$ cat config.mk
export PLATFORM = sky130hd
export DESIGN_NAME = rr_arb_mux
export DESIGN_NICKNAME = d
export VERILOG_FILES = /design/src/rtl/rr_arb_mux.sv
export SDC_FILE = /design/constraint.sdc
export NUM_CORES = 1
export LEC_CHECK = 0
export ABC_CLOCK_PERIOD_IN_PS = 6750
export CORE_ASPECT_RATIO = 0.75
export CORE_MARGIN = 2
export CORE_UTILIZATION = 38
export DETAILED_ROUTE_END_ITERATION = 8
export PLACE_DENSITY = 0.86
export SLEW_MARGIN = 20
export SYNTH_ARGS = -nofsm -noshare
export SYNTH_HDL_FRONTEND = slang
export SYNTH_SLANG_ARGS = --single-unit
$ cat constraint.sdc
create_clock -name clock -period 6.75 [get_ports clock]
set_input_delay 1.35 -clock clock [delete_from_list [all_inputs] [get_ports clock]]
set_output_delay 1.35 -clock clock [all_outputs]
set_load 0.01 [all_outputs]
$ cat src/rtl/rr_arb_mux.sv
// -----------------------------------------------------------------------------
// rr_arb_mux
// -----------------------------------------------------------------------------
// Purpose:
//   N-channel arbitrating mux with valid/ready handshakes on every requester
//   and one registered output stage. Several requesters (CPU, DMA, PPU fetch)
//   share one downstream bus port, and at most one word is forwarded per cycle.
//   The input uses the same flat packed layout as the plain combinational mux:
//   channel i occupies in[i*width +: width].
//
// Configuration macro:
//   RR_ARB_MUX_FIXED_PRIO_EN
//     defined   : fixed priority, the lowest index wins. There is no rotating
//                 pointer, so high indices can starve.
//     undefined : round-robin. This is the default build.
//   The output stage, handshake, latency and reset are the same in both builds.
//
// Parameters:
//   width    : data bits per channel
//   channels : number of requesters (>= 2; need not be a power of two)
//
// Ports:
//   clock     in   1               rising-edge clock
//   reset_n   in   1               asynchronous active-low reset
//   in        in   width*channels  packed request data
//   in_valid  in   channels        per-channel request
//   in_ready  out  channels        per-channel accept (one-hot or zero)
//   out       out  width           registered data
//   out_sel   out  SELW            channel index that supplied out
//   out_valid out  1               out holds a word
//   out_ready in   1               downstream accept
//
// Notes:
//   in_ready depends combinationally on in_valid, out_valid, out_ready and
//   reset_n. It never depends on the in data. A requester must not derive
//   in_valid from in_ready, because that would form a combinational loop.
//   Requesters hold in_valid and data until they are accepted; the block
//   does not check this.
// -----------------------------------------------------------------------------
module rr_arb_mux #(
    parameter int width    = 8,
    parameter int channels = 4
) (
    input  logic                        clock,
    input  logic                        reset_n,
    input  logic [width*channels-1:0]   in,
    input  logic [channels-1:0]         in_valid,
    output logic [channels-1:0]         in_ready,
    output logic [width-1:0]            out,
    output logic [$clog2(channels)-1:0] out_sel,
    output logic                        out_valid,
    input  logic                        out_ready
);

    localparam int SELW = $clog2(channels);

    typedef enum logic [0:0] {
        ST_EMPTY = 1'b0,
        ST_FULL  = 1'b1
    } state_t;

    state_t             state_r;
    logic [width-1:0]   out_r;
    logic [SELW-1:0]    out_sel_r;
    logic               out_valid_r;

    logic [SELW-1:0]    base_s;        // index where the grant search starts
    logic               load_s;        // output stage can take a word this cycle
    logic               grant_vld_s;
    logic [SELW-1:0]    grant_idx_s;
    logic [width-1:0]   grant_data_s;
    logic [channels-1:0] in_ready_s;
    logic               transfer_s;

    // Returns (base + offs) modulo channels. Because it wraps at channels and
    // not at 2**SELW, a non-power-of-two channel count never yields an index
    // past the last channel.
    function automatic logic [SELW-1:0] wrap_add(input logic [SELW-1:0] base,
                                                 input int offs);
        int sum;
        sum = int'(base) + offs;
        if (sum >= channels) begin
            sum = sum - channels;
        end else begin
            sum = sum;
        end
        return SELW'(sum);
    endfunction

`ifdef RR_ARB_MUX_FIXED_PRIO_EN
    // Fixed priority: the search always starts at channel 0.
    assign base_s = {SELW{1'b0}};
`else
    logic [SELW-1:0] rr_ptr_r;

    // The channel after the one just granted, wrapping the last channel to 0.
    function automatic logic [SELW-1:0] next_ptr(input logic [SELW-1:0] g);
        logic [SELW-1:0] nxt;
        if (int'(g) == channels - 1) begin
            nxt = {SELW{1'b0}};
        end else begin
            nxt = g + {{(SELW-1){1'b0}}, 1'b1};
        end
        return nxt;
    endfunction

    // Round-robin pointer: it advances past the granted channel, but only on
    // an actual transfer.
    always_ff @(posedge clock or negedge reset_n) begin
        if (!reset_n) begin
            rr_ptr_r <= {SELW{1'b0}};
        end else if (transfer_s) begin
            rr_ptr_r <= next_ptr(grant_idx_s);
        end else begin
            rr_ptr_r <= rr_ptr_r;
        end
    end

    assign base_s = rr_ptr_r;
`endif

    // The stage accepts a word when it is empty, or when its current word
    // drains in the same cycle.
    assign load_s = ~out_valid_r | out_ready;

    // Grant search: the first requesting channel, scanning upward from base_s
    // with wrap-around.
    always_comb begin
        grant_vld_s = 1'b0;
        grant_idx_s = {SELW{1'b0}};
        for (int k = 0; k < channels; k++) begin
            if (!grant_vld_s && in_valid[wrap_add(base_s, k)]) begin
                grant_vld_s = 1'b1;
                grant_idx_s = wrap_add(base_s, k);
            end else begin
                grant_vld_s = grant_vld_s;
            end
        end
    end

    // One-hot accept and AND-OR data select. in_ready is held low while in
    // reset and while the stage is stalled.
    always_comb begin
        in_ready_s   = {channels{1'b0}};
        grant_data_s = {width{1'b0}};
        for (int i = 0; i < channels; i++) begin
            in_ready_s[i] = grant_vld_s & (grant_idx_s == SELW'(i)) & load_s & reset_n;
            grant_data_s  = grant_data_s
                          | ({width{grant_idx_s == SELW'(i)}} & in[i*width +: width]);
        end
    end

    assign transfer_s = grant_vld_s & load_s;

    // Output stage FSM: EMPTY/FULL with registered data, select and valid.
    always_ff @(posedge clock or negedge reset_n) begin
        if (!reset_n) begin
            state_r     <= ST_EMPTY;
            out_r       <= {width{1'b0}};
            out_sel_r   <= {SELW{1'b0}};
            out_valid_r <= 1'b0;
        end else begin
            case (state_r)
                ST_EMPTY: begin
                    if (grant_vld_s) begin
                        state_r     <= ST_FULL;
                        out_r       <= grant_data_s;
                        out_sel_r   <= grant_idx_s;
                        out_valid_r <= 1'b1;
                    end else begin
                        state_r     <= ST_EMPTY;
                        out_valid_r <= 1'b0;
                    end
                end
                ST_FULL: begin
                    if (out_ready && grant_vld_s) begin
                        // The old word drains and the new one loads in the same cycle.
                        state_r     <= ST_FULL;
                        out_r       <= grant_data_s;
                        out_sel_r   <= grant_idx_s;
                        out_valid_r <= 1'b1;
                    end else if (out_ready) begin
                        state_r     <= ST_EMPTY;
                        out_valid_r <= 1'b0;
                    end else begin
                        // Stalled: the held word stays stable.
                        state_r     <= ST_FULL;
                        out_valid_r <= 1'b1;
                    end
                end
                default: begin
                    state_r     <= ST_EMPTY;
                    out_r       <= {width{1'b0}};
                    out_sel_r   <= {SELW{1'b0}};
                    out_valid_r <= 1'b0;
                end
            endcase
        end
    end

    assign in_ready  = in_ready_s;
    assign out       = out_r;
    assign out_sel   = out_sel_r;
    assign out_valid = out_valid_r;

endmodule

==> Word-level counts from Yosys, hierarchy flattened <==
Index checks and enable logic that the tools add are counted.
{ "op_classes": {"n_addsub": 8, "n_lt_le_gt_ge": 8, "n_eq_ne": 6, "mux": 31, "bitwise_logic": 22, "n_reduce_logical": 9} }
{ "ops": {"columns": ["op", "count"], "rows": [
  ["8-bit AND", 4],
  ["8-bit bitwise OR", 3],
  ["2-bit two-way mux", 11],
  ["8-bit two-way mux", 2],
  ["8-bit case mux with 2 select lines", 1],
  ["1-bit AND", 13],
  ["2-bit by 3-bit < comparator with 1-bit output (second input constant)", 4],
  ["1-bit two-way mux", 11],
  ["3-bit greater-or-equal comparator (second input constant)", 3],
  ["1-bit binary-select mux with 2-bit select", 4],
  ["2-bit by 1-bit subtractor with 2-bit output (second input constant)", 4],
  ["2-bit by 2-bit adder with 3-bit output (second input constant)", 2],
  ["2-bit by 1-bit equality test with 1-bit output (second input constant)", 2],
  ["2-bit equality test (second input constant)", 2],
  ["1-bit logical AND", 4],
  ["2-bit case mux with 2 select lines", 1],
  ["2-bit by 1-bit adder with 3-bit output (second input constant)", 1],
  ["2-bit by 3-bit greater-or-equal comparator with 1-bit output (second input constant)", 1],
  ["1-bit zero test", 3],
  ["2-bit by 1-bit adder with 2-bit output (second input constant)", 1],
  ["2-bit zero test", 1],
  ["2-bit by 1-bit inequality test with 1-bit output (second input constant)", 1],
  ["2-bit inequality test (second input constant)", 1],
  ["1-bit case mux with 2 select lines", 1],
  ["other kinds (3)", 3]
]} }
{ "totals": {"regBits": 13, "inputBits": 39, "out_inout_bits": 15, "word_cells": 88} }

==> Longest topological paths before layout <==
{ "depth": {"ltp_word": 21, "mapped_depth": 8, "depth_no_buf": 7} }

==> Worst setup path before layout <==
OpenSTA, ideal clock, no wires.
{ "synth_path": {"kind": "in2out", "start": "in in_valid[3]", "end": "out in_ready[3]", "arrival_time_ns": 2.675, "required_ns": 5.400, "setup_slack_ns": 2.725, "cell_stages": 6, "path_cell_list": "nor2b_1 -> a21o_1 -> a221oi_1 -> ha_1 -> buf_1 -> and3_1"} }
{ "synth_via": {"elab_chain_cells": 16, "word_cells_on_any_way": 26} }
{ "synth_lines": {"columns": ["element", "line", "rtl"], "rows": [
  ["start, declared", "47", "input logic [channels-1:0] in_valid,"],
  ["1-bit binary-select mux with 2-bit select", "132", "if (!grant_vld_s && in_valid[wrap_add(base_s, k)]) begin"],
  ["1-bit two-way mux (not written as such)", "132", null],
  ["1-bit two-way mux", "132", null],
  ["1-bit zero test", "132", null],
  ["1-bit logical AND", "132", null],
  ["1-bit two-way mux", "132", null],
  ["1-bit zero test", "132", null],
  ["1-bit logical AND", "132", null],
  ["1-bit two-way mux", "132", null],
  ["1-bit zero test", "132", null],
  ["1-bit logical AND", "132", null],
  ["2-bit two-way mux *", "132", null],
  ["named net grant_idx_s[1]", "70", "logic [SELW-1:0] grant_idx_s;"],
  ["2-bit equality test *", "147", "in_ready_s[i] = grant_vld_s & (grant_idx_s == SELW'(i)) & load_s & reset_n;"],
  ["1-bit AND * (3 in series)", "147", null],
  ["end, declared", "48", "output logic [channels-1:0] in_ready,"]
]} }
The timed path passes the listed nets; every way through them passes the cells marked *. The select of a mux whose other input is x is not followed.

==> Final worst setup path <==
Ends and elaborated chain as after synthesis.

==> out/results.txt <==
The flow ran to the end, and the final reports show no timing, DRC or antenna violations. Data on the critical path is required at its endpoint by 5.40 ns. The tools report the total global-route track usage as 0.198. In this run the critical register-to-register path is launched from base_s[1]. For the number of ports placed on the die boundary, the log shows 54.

The cell that appears most often on the critical path is sky130_fd_sc_hd__clkdlybuf4s50_1. The run gives 0 as the count of final max-slew check failures. The critical path goes through clkdlybuf4s50_1 > nor2b_1 > a21o_1 > a221oi_1 > ha_1 > and3_1 > clkdlybuf4s50_1. The congestion estimate from routability-driven global placement came to 0.798.

On the critical path the largest part of the delay comes from buffers and inverters. The clock sink count was 13. The final critical path time including I/O delays and setup came out at 5.29 ns. In this run the core area contains 14 standard-cell rows.

The total CTS buffers was 3. Number of maximum-capacitance constraint violations: 0. The number of enable flip-flop cells after synthesis came out at 0. After floorplanning, the core was sized to cover 0.00203 mm2. The longest individual stage delay on the worst path is 0.55 ns. By instance count, the leading cell after synthesis is sky130_fd_sc_hd__a22oi_1. 0 antenna diodes ended up in the layout.

The critical-path maximum fanout came out at 10. Setup repair after global routing left no endpoint under its margin. The period utilization works out to 0.783. Post-CTS repair changed the size of 0 cells. The tools report the sequential-to-total area share from yosys stat as 0.393. The synthesis-stage register bit count is 13, and the total of endpoints with negative setup slack in the final report is 0. After synthesis, the mean cell area works out to 9.41 um2. The vias after detailed routing was 858.

In this run the critical register-to-register path is captured at out[3]. The run gives 0.543 as the worst slew margin relative to its limit. The initial core utilization was 0.408.

The worst setup path is launched from an input port. By count the netlist is led by sky130_fd_sc_hd__a22oi_1 (16), sky130_fd_sc_hd__dfrtp_1 (13), sky130_fd_sc_hd__nor2_1 (11), sky130_fd_sc_hd__a31oi_1 (8), sky130_fd_sc_hd__nand2_1 (6). Port buffering added 53 buffers.

The worst hold path cell count is 1. Synthesis produced a netlist with a net count of 131. For the final HPWL from detailed placement, the log shows 1830 um.

The count of H-tree levels built during CTS came out at 1. The initial detailed-routing violation count was 21. Met3 demand-to-capacity share in global routing: 0.0497.

In this run the cell area of the synthesized design comes to 828 um2. After layout, the design draws a total of 431 uW. The async set or reset register ratio after synthesis was 1.00; the clock transition at the registers of the reported paths was 0.08 ns. The die span in y was 44.4 um. The post-synthesis cell type with the largest combined area is sky130_fd_sc_hd__dfrtp_1. Dividing the detail-routed via count by the number of cells gives 5.30.

The first TritonRoute pass finished after 4 iterations. STA classifies the critical path endpoint as an output port. The count of antenna-violating nets left after detailed routing was 0; the count of nets after finishing was 182. The total die area came out at 0.00257 mm2. Fraction of final layout cells sized beyond drive strength 1: 0.0507. The critical path arrival is 3.94 ns.

For the post-detailed-routing wire length, the log shows 2300 um. Clock root buffer: sky130_fd_sc_hd__clkbuf_4. Buffers inserted to repair hold after CTS numbered 0. The hold violation count in the final report was 0; the average wire length per cell after detail routing was 14.2 um.

The number of buffer and inverter instances along the worst setup path was 2. The final setup skew came out at 0.000964 ns. Once the clock tree was built, the setup fixing pass inserted 0 buffers.

Entering global routing, the biggest net connects 23 pins. The number of cells on the worst reg-to-reg path came out at 7. The tools report the register-to-register path setup slack as 4.49 ns. The number of antenna violations at the first check in global routing was 0; the worst-margin pin slew was 0.684 ns. The overall die width is 57.9 um.

For the leakage power, the log shows 0.000557 uW. The top cell type's share of synthesized area is 0.393. The tools report the highest ir drop seen on vdd as 220 uV.

The run gives 843 as the number of global-route vias before repair. The worst hold path class is register to register. The run gives 0.232 as the met1 usage in global routing. The tools report the setup TNS as 0 ns. The worst setup path is of the input port to output port kind. Relative to the synthesized area, the layout overhead comes to 64.5%. The worst hold path begins at out_sel[0].

The run gives 0 as the total number of yosys warnings. TritonCTS built the clock tree. In the routed design, unresolved DRC markers number 0. The total global routing overflow was 0. met2 is the most crowded layer. The fraction of met2 tracks used by global routing is 0.357, and the power per unit of standard cell area is 317 mW/mm2. Synthesis produced a netlist whose cell count is 88.

For the maximum buffer depth of the clock tree, the log shows 2. The slowest stage of the critical path belongs to the cell sky130_fd_sc_hd__clkdlybuf4s50_1. In the synthesized netlist the dominant register cell turns out to be sky130_fd_sc_hd__dfrtp_1. For the global-route wire length before repair, the log shows 3790 um. The worst-case hold path end point is out_sel[0]. The highest clock frequency the design can meet is 189 MHz.

Yosys attributes the largest share of cell area to sky130_fd_sc_hd__dfrtp_1 (39%), sky130_fd_sc_hd__a22oi_1 (15%), sky130_fd_sc_hd__a31oi_1 (6.0%). The clock reaches the later pin of the worst-skew pair after 0.28 ns. The synthesized netlist contains 24 unique library cells.
kinds of logic (layout without fill, tap and decap cells):
family	after synthesis	in the layout	synth area share
multiplexers	2	2	0.0363
flip-flops	13	13	0.393
AND/OR/NAND/NOR	30	30	0.183
adder cells (fa/ha/maj)	4	4	0.0604
buffers and inverters	9	59	0.0725
AO/OA/AOI/OAI	30	30	0.255
state kept, by name (all words and copies together) (netlist names):
register / count
base_s: 2
out: 8
out_sel: 2
out_valid: 1
power breakdown:
group | total [uW] | switching [uW] | internal (uW)
Sequential | 133 | 21.7 | 111
Clock | 49.1 | 26.1 | 23.0
Combinational | 249 | 114 | 135
cells in the final DEF (no fill, tap or decap):
cell,synthesis,final
sky130_fd_sc_hd__inv_1,2,2
sky130_fd_sc_hd__clkbuf_1,0,1
sky130_fd_sc_hd__ha_1,4,4
sky130_fd_sc_hd__a21o_1,1,1
sky130_fd_sc_hd__nor2_1,11,11
sky130_fd_sc_hd__nor2b_1,1,1
sky130_fd_sc_hd__o31ai_1,1,1
sky130_fd_sc_hd__or4_4,1,1
sky130_fd_sc_hd__dfrtp_1,13,13
sky130_fd_sc_hd__a31oi_1,8,8
sky130_fd_sc_hd__nor4_1,2,2
sky130_fd_sc_hd__nand2b_1,3,3
sky130_fd_sc_hd__a21oi_1,1,1
sky130_fd_sc_hd__nor3_1,1,1
sky130_fd_sc_hd__and2_4,1,1
sky130_fd_sc_hd__and3_1,4,4
sky130_fd_sc_hd__o21ai_0,1,1
sky130_fd_sc_hd__mux2_4,2,2
sky130_fd_sc_hd__nand2_1,6,6
sky130_fd_sc_hd__o21a_1,1,1
sky130_fd_sc_hd__clkbuf_4,0,3
sky130_fd_sc_hd__clkdlybuf4s50_1,0,53
sky130_fd_sc_hd__a22oi_1,16,16
sky130_fd_sc_hd__a221oi_1,1,1
metal layers:
metal	share of wire	wire [um]
met2	0.52	1190
met1	0.42	963
met3	0.053	121
met5	0	0
met4	0.010	24
worst max path at each step:
stage	startpoint	slack [ns]	cells past startpoint	end
2_1_floorplan	in_valid[3]	2.72	6	in_ready[3]
3_3_place_gp	in_valid[3]	1.58	7	in_ready[3]
3_5_place_dp	in_valid[3]	1.49	7	in_ready[3]
4_1_cts	in_valid[3]	1.48	7	in_ready[3]
5_1_grt	in_valid[3]	1.23	7	in_ready[3]
6_report	in_valid[3]	1.46	7	in_ready[3]
per-stage QoR:
| stage | instances | utilization | worst slack (ns) | cell area, um2 | hold WS [ns] |
|---|---|---|---|---|---|
| floorplan | 88 | - | 2.72 | 828 | 0.512 |
| global placement | 158 | 0.658 | 1.58 | 1340 | 0.500 |
| detailed placement | 158 | 0.658 | 1.49 | 1340 | 0.496 |
| CTS | 162 | 0.671 | 1.48 | 1360 | 0.519 |
| global route | 162 | 0.671 | 1.23 | 1360 | 0.534 |
| finish | 162 | 0.671 | 1.46 | 1360 | 0.519 |
final cells by class:
class	count	area [um2]
inverters	2	7.51
repair buffers	53	531
clock buffers	4	26.3
fillers	173	669
flip-flops and latches	13	325
well taps	24	30.0
multi-input cells	66	443
worst reg2reg max path: cells and delay by family, from the launching register on:
family,cells,cell delay (ns)
buffers and inverters,1,0.14
adder cells (fa/ha/maj),1,0.36
flip-flops,1,0.43
AND/OR/NAND/NOR,1,0.17
AO/OA/AOI/OAI,4,1.04
(Power assumes the default switching activity.)
